### config.mk
export PLATFORM = sky130hd
export DESIGN_NAME = histo_ram_ctrl
export DESIGN_NICKNAME = d
export VERILOG_FILES = /design/src/rtl/histo_pkg.sv /design/src/rtl/histo_skid_buf.sv /design/src/rtl/histo_ram_ctrl.sv
export SDC_FILE = /design/constraint.sdc
export NUM_CORES = 1
export LEC_CHECK = 0
export CAP_MARGIN = 40
export CORE_MARGIN = 8
export CORE_UTILIZATION = 49
export CTS_CLUSTER_SIZE = 30
export DETAILED_ROUTE_END_ITERATION = 8
export MAX_ROUTING_LAYER = met4
export PLACE_DENSITY_LB_ADDON = 0.12
export SYNTH_ARGS = -nofsm -noshare
export SYNTH_HDL_FRONTEND = slang
export SYNTH_HIERARCHICAL = 1
export SYNTH_SLANG_ARGS = --single-unit
### constraint.sdc
create_clock -name Clock -period 3.5 [get_ports Clock]
set_input_delay 0.7 -clock Clock [delete_from_list [all_inputs] [get_ports Clock]]
set_output_delay 0.7 -clock Clock [all_outputs]
set_load 0.02 [all_outputs]
### src/rtl/histo_pkg.sv
// histo_pkg: shared sizes and sequencer states for the histogram RAM controller.
package histo_pkg;

  localparam int HISTO_ADDR_W = 10;
  localparam int HISTO_DATA_W = 24;
  localparam int NUM_BINS     = 2 ** HISTO_ADDR_W;

  typedef enum logic [2:0] {
    IDLE,
    CLEAR,
    ACCUM,
    DRAIN,
    READOUT
  } histo_state_e;

endpackage

### src/rtl/histo_skid_buf.sv
// histo_skid_buf: 2-entry valid/ready buffer for readout beats {bin, data, last}.
// The producer only pushes when a slot is guaranteed, so there is no in_ready.
module histo_skid_buf #(
  parameter int W = 35
) (
  input  logic         clk_i,
  input  logic         rst_i,
  input  logic         in_valid_i,
  input  logic [W-1:0] in_data_i,
  output logic         out_valid_o,
  input  logic         out_ready_i,
  output logic [W-1:0] out_data_o,
  output logic [1:0]   count_o
);

  logic [W-1:0] slot_q [2];
  logic [W-1:0] slot_d [2];
  logic         wr_ptr_q, wr_ptr_d;
  logic         rd_ptr_q, rd_ptr_d;
  logic [1:0]   count_q, count_d;
  logic         push, pop;

  assign pop         = (count_q != 2'd0) && out_ready_i;
  assign push        = in_valid_i && ((count_q != 2'd2) || pop);
  assign out_valid_o = (count_q != 2'd0);
  assign out_data_o  = slot_q[rd_ptr_q];
  assign count_o     = count_q;

  // Head slot only moves on a pop, so the output holds while stalled.
  always_comb begin
    slot_d   = slot_q;
    wr_ptr_d = wr_ptr_q;
    rd_ptr_d = rd_ptr_q;
    if (push) begin
      slot_d[wr_ptr_q] = in_data_i;
      wr_ptr_d         = ~wr_ptr_q;
    end
    if (pop) begin
      rd_ptr_d = ~rd_ptr_q;
    end
    count_d = count_q + 2'(push) - 2'(pop);
  end

  // Buffer registers with synchronous reset.
  always_ff @(posedge clk_i) begin
    if (rst_i) begin
      slot_q[0] <= '0;
      slot_q[1] <= '0;
      wr_ptr_q  <= 1'b0;
      rd_ptr_q  <= 1'b0;
      count_q   <= 2'd0;
    end else begin
      slot_q    <= slot_d;
      wr_ptr_q  <= wr_ptr_d;
      rd_ptr_q  <= rd_ptr_d;
      count_q   <= count_d;
    end
  end

endmodule

### src/rtl/histo_ram_ctrl.sv
// histo_ram_ctrl: per-frame sequencer for the dual-port histogram RAM.
// Optional macro HISTO_SAT_EN: bins saturate at all-ones instead of wrapping.
//
// state   | meaning
// IDLE    | waiting for start
// CLEAR   | writing 0 to every bin, one per cycle
// ACCUM   | read-modify-write increment per hit
// DRAIN   | waiting for the last RMW write to land
// READOUT | streaming bins out, clearing each accepted bin
module histo_ram_ctrl
  import histo_pkg::*;
#(
  parameter int ADDR_W = HISTO_ADDR_W,
  parameter int DATA_W = HISTO_DATA_W,
  parameter int RD_LAT = 1
) (
  input  logic              Clock,
  input  logic              Reset,
  input  logic              start,
  input  logic              frame_end,
  input  logic              hit_valid,
  input  logic [ADDR_W-1:0] hit_bin,
  output logic              busy,
  output logic              accum_ready,
  output logic [15:0]       dropped,
  output logic              out_valid,
  input  logic              out_ready,
  output logic [ADDR_W-1:0] out_bin,
  output logic [DATA_W-1:0] out_data,
  output logic              out_last,
  output logic [ADDR_W-1:0] ram_rd_addr,
  output logic              ram_rd_en,
  input  logic [DATA_W-1:0] ram_q,
  output logic [ADDR_W-1:0] ram_wr_addr,
  output logic [DATA_W-1:0] ram_wr_data,
  output logic              ram_we
);

  localparam int BEAT_W = ADDR_W + DATA_W + 1;

  // The RMW timing and forwarding below assume Q arrives one cycle after the read.
  if (RD_LAT != 1) begin : g_rd_lat_check
    $error("histo_ram_ctrl supports RD_LAT == 1 only");
  end

  histo_state_e      state_q, state_d;
  logic [ADDR_W-1:0] clr_addr_q, clr_addr_d;
  logic [ADDR_W:0]   rd_ptr_q, rd_ptr_d;
  logic              rd_pend_q, rd_pend_d;
  logic [ADDR_W-1:0] rd_pend_bin_q, rd_pend_bin_d;
  logic              s1_valid_q, s1_valid_d;
  logic [ADDR_W-1:0] s1_addr_q, s1_addr_d;
  logic              fwd_valid_q, fwd_valid_d;
  logic [ADDR_W-1:0] fwd_addr_q, fwd_addr_d;
  logic [DATA_W-1:0] fwd_data_q, fwd_data_d;
  logic [15:0]       dropped_q, dropped_d;

  logic [DATA_W-1:0] s1_base, s1_inc;
  logic              sb_valid, sb_pop, rd_go;
  logic [1:0]        sb_count;
  logic [2:0]        occ_next;
  logic [BEAT_W-1:0] sb_in, sb_out;

  assign busy        = (state_q != IDLE);
  assign accum_ready = (state_q == ACCUM);
  assign dropped     = dropped_q;

  // S1 increment. A read issued in the same cycle as the previous hit's write
  // returns the old value, so that write is forwarded in place of ram_q.
  always_comb begin
    s1_base = ((fwd_valid_q) && (fwd_addr_q == s1_addr_q)) ? fwd_data_q : ram_q;
`ifdef HISTO_SAT_EN
    s1_inc = (&s1_base) ? s1_base : s1_base + DATA_W'(1);
`else
    s1_inc = s1_base + DATA_W'(1);
`endif
  end

  // Readout prefetch: read only if the skid buffer can take the data next cycle.
  assign sb_pop   = sb_valid && out_ready;
  assign occ_next = 3'(sb_count) + 3'(rd_pend_q) - 3'(sb_pop);
  assign rd_go    = (state_q == READOUT) && !rd_ptr_q[ADDR_W] && (occ_next < 3'd2);
  assign sb_in    = {rd_pend_bin_q, ram_q, &rd_pend_bin_q};

  histo_skid_buf #(.W(BEAT_W)) u_skid (
    .clk_i       (Clock),
    .rst_i       (Reset),
    .in_valid_i  (rd_pend_q),
    .in_data_i   (sb_in),
    .out_valid_o (sb_valid),
    .out_ready_i (out_ready),
    .out_data_o  (sb_out),
    .count_o     (sb_count)
  );

  assign out_valid                    = sb_valid;
  assign {out_bin, out_data, out_last} = sb_valid ? sb_out : '0;

  // Next state and RAM port drive for each phase.
  always_comb begin
    state_d     = state_q;
    ram_rd_en   = 1'b0;
    ram_rd_addr = '0;
    ram_we      = 1'b0;
    ram_wr_addr = '0;
    ram_wr_data = '0;
    unique case (state_q)
      IDLE: begin
        if (start) state_d = CLEAR;
      end
      CLEAR: begin
        ram_we      = 1'b1;
        ram_wr_addr = clr_addr_q;
        if (&clr_addr_q) state_d = ACCUM;
      end
      ACCUM: begin
        ram_rd_en = hit_valid;
        if (hit_valid) ram_rd_addr = hit_bin;
        if (frame_end) state_d = DRAIN;
      end
      DRAIN: begin
        if (!s1_valid_q) state_d = READOUT;
      end
      READOUT: begin
        ram_rd_en = rd_go;
        if (rd_go) ram_rd_addr = rd_ptr_q[ADDR_W-1:0];
        ram_we = sb_pop;
        if (sb_pop) ram_wr_addr = out_bin;
        if (sb_pop && out_last) state_d = IDLE;
      end
      default: state_d = IDLE;
    endcase
    if (s1_valid_q) begin
      ram_we      = 1'b1;
      ram_wr_addr = s1_addr_q;
      ram_wr_data = s1_inc;
    end
  end

  // Counters, RMW pipeline and drop counter next values.
  always_comb begin
    clr_addr_d    = (state_q == CLEAR) ? clr_addr_q + ADDR_W'(1) : '0;
    rd_ptr_d      = (state_q != READOUT) ? '0 :
                    (rd_go ? rd_ptr_q + (ADDR_W+1)'(1) : rd_ptr_q);
    rd_pend_d     = rd_go;
    rd_pend_bin_d = rd_ptr_q[ADDR_W-1:0];
    s1_valid_d    = (state_q == ACCUM) && hit_valid;
    s1_addr_d     = hit_bin;
    fwd_valid_d   = s1_valid_q;
    fwd_addr_d    = s1_addr_q;
    fwd_data_d    = s1_inc;
    dropped_d     = dropped_q;
    if ((state_q == IDLE) && start) begin
      dropped_d = '0;
    end else if (hit_valid && (state_q != ACCUM) && (dropped_q != 16'hFFFF)) begin
      dropped_d = dropped_q + 16'd1;
    end
  end

  // State and datapath registers; reset abandons any in-flight RMW.
  always_ff @(posedge Clock) begin
    if (Reset) begin
      state_q       <= IDLE;
      clr_addr_q    <= '0;
      rd_ptr_q      <= '0;
      rd_pend_q     <= 1'b0;
      rd_pend_bin_q <= '0;
      s1_valid_q    <= 1'b0;
      s1_addr_q     <= '0;
      fwd_valid_q   <= 1'b0;
      fwd_addr_q    <= '0;
      fwd_data_q    <= '0;
      dropped_q     <= '0;
    end else begin
      state_q       <= state_d;
      clr_addr_q    <= clr_addr_d;
      rd_ptr_q      <= rd_ptr_d;
      rd_pend_q     <= rd_pend_d;
      rd_pend_bin_q <= rd_pend_bin_d;
      s1_valid_q    <= s1_valid_d;
      s1_addr_q     <= s1_addr_d;
      fwd_valid_q   <= fwd_valid_d;
      fwd_addr_q    <= fwd_addr_d;
      fwd_data_q    <= fwd_data_d;
      dropped_q     <= dropped_d;
    end
  end

endmodule

==> metrics.csv, run 1 <==
metric,value,unit
outcome,"complete, but fails checks",
failing checks,negative setup slack,
antenna-violating nets left,0,
crit path DAT,3.10,ns
most frequent cells in the layout,"dfxtp_1, buf_4, clkdlybuf4s50_1",
Max Clock Freq,263,MHz
CTS Buf Count,17,
DR vias/cell,5.43,
Mapped Cells,1017,
TritonCTS clock tree,built,
Yosys Warn Count,6,
CP Launch Type,register,
Hold/Removal Path Class,reg -> reg,
Mapped Area,8840,sq um
Clock Tree Root,clkbuf_16,
register area,3430,sq um
"Top FF cell, synth",dfxtp_1,
largest net degree at the start of global routing,111,
post-synthesis register bit count,171,
"commonest non-fill, non-tap cell in the layout",dfxtp_1,
row cnt,49,
"Hold Vio Cnt, Final",0,
Post-Synth Simple-Gate Area,27.2,%
Vias,8003,
clk buf depth,2,
"slowest stage cell, crit path",dfxtp_2,
RSZ-0062 raised after global routing,true,
diode count,0,
Final min period,3.80,ns
"Seq/Total Area, Yosys",38.7,%
Top delay family on crit path,simple AND/OR/NAND/NOR gates,
final setup margin,-0.305,ns
clock sink count,171,
syn avg cell area,8.70,sq um
"Clk Latency, worst-skew pair",0.43,ns
WL/cell,17.7,um
footprint of the multi-input gates,5440,sq um
Synth Area in Compound Gates,12.1,%
Post-synth EDFFs,0,
post-synth cell types,54,
Die Wd,150,um
Rel. slew slack,53.6,%
share of cells above drive strength 1,22.0,%
Initial Utilization,49.6,%
pwr/cell area,374,nW/um^2
Final period util,109,%
CTS HTree Levels,4,
Post-Synth Adder-Cell Area,1.22,%
first-pass GRT wire length,40000,um
Initial DRT Pass Iterations,5,
mux cell area share after synthesis,8.77,%
max-slew violation count,0,
number of global-route vias before repair,7597,
drt initial violations,401,
GRT Util Overall,23.0,%
Crit Path Max Fanout,4,
Final nets,1281,
grt ovf,0,
pre-CTS setup slack,-0.838,ns
"Clk pin slew, worst setup/hold paths",0.07,ns
cell-by-cell trace of the critical path,"xnor2_2, buf_4, and4_4, nand3_4, mux2_4, ha_4, buf_6, nand4_1, buf_4, nor2_4, and3_4, xnor2_2, a211oi_2, buf_4",
die area,22600,sq um
highest ir drop seen on vdd,0.296,mV
leakage,4.82,nW
# fillers,1470,
worst path bufs/invs,4,
largest family of logic cells by synthesized area,simple AND/OR/NAND/NOR gates,
Final Util,67.8,%
Worst path max stage delay,0.33,ns
clock skew,0.00893,ns
drt drc,0,
Final Setup Violations,10,
async set-reset flop share out of synthesis,0,%
core area,17800,sq um
Layout area overhead,36.7,%
Chip Height,150,um
worst-margin pin slew,0.690,ns
initial antenna violation count,0,
HPWL after DPL,18200,um
hold buffer count at cts,0,
max_cap viols,0,
Crit path required time,2.80,ns
"Worst Path Class, Setup",reg -> out,
CP dominant cell by count,buf_4,
Crit. End Element,output pin,
port bufs,139,
post-route insts no fill,1475,
WL final,26100,um
# IOs,140,
Placed Instances,1421,
post-synth net total,1065,
XOR/XNOR Fraction of Synth Area,8.22,%
GP Congestion,0.920,
[worst min-delay path, cell delays in order (launching register included)]
cell      delay, ns
dfxtp_1        0.31
nand2b_1       0.06
mux2i_1        0.06
[layout make-up]
| cell class | instances | share of cell area (%) |
|---|---|---|
| repair buffers | 254 | 18.7 |
| clock inverters | 14 | 1.33 |
| flip-flops and latches | 171 | 28.4 |
| multi-input cells | 769 | 45.0 |
| clock buffers | 18 | 3.63 |
| well taps | 229 | 2.37 |
| inverters | 20 | 0.642 |
[flip-flops by register name, summed over array words and instances (netlist names)]
signal / flops
clr_addr_q: 10
dropped: 16
fwd_addr_d: 10
fwd_addr_q: 10
fwd_data_q: 24
fwd_valid_d: 1
fwd_valid_q: 1
rd_pend_bin_q: 10
rd_pend_q: 1
rd_ptr_q: 11
state_q: 3
u_skid/count_o: 2
u_skid/rd_ptr_q: 1
u_skid/slot_q: 70
u_skid/wr_ptr_q: 1
[path summary, 6_finish.rpt]
| check | startpoint | endpoint | slack (ns) | cells past startpoint |
|---|---|---|---|---|
| min | u_skid/slot_q[25] | u_skid/slot_q[25] | 0.47 | 2 |
| min reg2reg | u_skid/slot_q[25] | u_skid/slot_q[25] | 0.47 | 2 |
| max reg2reg | u_skid/count_o[1] | rd_ptr_q[8] | 0.50 | 13 |
| max | fwd_addr_q[9] | ram_wr_data[10] | -0.30 | 14 |
[cells by family (layout without fill, tap and decap cells)]
family | Yosys count | in the layout
compound gates | 172 | 172
flops | 171 | 171
simple gates | 433 | 433
xor+xnor | 83 | 83
mux | 73 | 73
fa+ha+maj | 8 | 8
buf+inv | 77 | 306
[stage by stage]
| step | instance area [sq um] | power [W] | hold WS [ns] | TNS [ns] |
|---|---|---|---|---|
| detailed placement | 11000 | 0.00258 | 0.461 | -15.35 |
| finish | 12100 | 0.00452 | 0.472 | -1.88 |
| floorplan | 8860 | 0.00233 | 0.441 | -0.0724 |
| global route | 12100 | 0.00469 | 0.493 | -3.85 |
| global placement | 11000 | 0.00258 | 0.456 | -14.57 |
| CTS | 11800 | 0.00452 | 0.476 | -1.19 |
[layer usage]
metal | wire length (um) | track usage (%)
met2 | 12300 | 35.3
met1 | 11500 | 29.2
met4 | 627 | 7.20
met5 | 0 | -
met3 | 1700 | 5.74
[synth_stat cells, types with 3 or more instances]
cell type,count,area share (%)
dfxtp_1,171,39
o21ai_0,77,4.4
nand2b_1,74,5.2
nor2_1,71,3.0
nor2b_1,69,4.9
xnor2_1,58,5.7
nand2_1,46,2.0
clkbuf_1,41,1.7
and2_1,38,2.7
mux2i_1,37,4.2
mux2_2,36,4.6
nand3_1,34,1.9
a211oi_1,28,2.4
nand4_1,25,1.8
xor2_1,25,2.5
nor3_1,24,1.4
inv_1,19,0.81
nor4_1,14,0.99
o22ai_1,14,0.99
a22oi_1,10,0.85
and3_1,10,0.71
a21oi_1,9,0.51
a22o_1,9,0.89
ha_1,7,0.99
o21ai_1,7,0.40
or3_1,7,0.50
buf_2,6,0.34
o211a_1,6,0.68
and4_1,5,0.50
a31oi_1,4,0.28
buf_6,4,0.51
o21a_1,3,0.25
[where the power goes]
group | switching, W | leakage [nW] | internal [W]
combinational | 0.000301 | 3.14 | 0.000282
sequential | 0.0000406 | 1.39 | 0.00198
clock | 0.000830 | 0.294 | 0.00109
[repair_timing]
item | in CTS | in global routing
setup buffers | 10 | 12
endpoints found under the setup margin | 33 | 37
gates cloned | 1 | 0
pin swaps | 26 | 17
resized for setup | 154 | 68
Note: power is estimated with default switching activity, not from simulation.
==> run 2: changes to the inputs <==
--- a/config.mk
+++ b/config.mk
@@ -8,7 +8,6 @@
 export CAP_MARGIN = 40
 export CORE_MARGIN = 8
 export CORE_UTILIZATION = 49
-export CTS_CLUSTER_SIZE = 30
 export DETAILED_ROUTE_END_ITERATION = 8
 export MAX_ROUTING_LAYER = met4
 export PLACE_DENSITY_LB_ADDON = 0.12
==> results of run 2 <==
No change in the layout: final DEF, timing and power equal those of run 1.
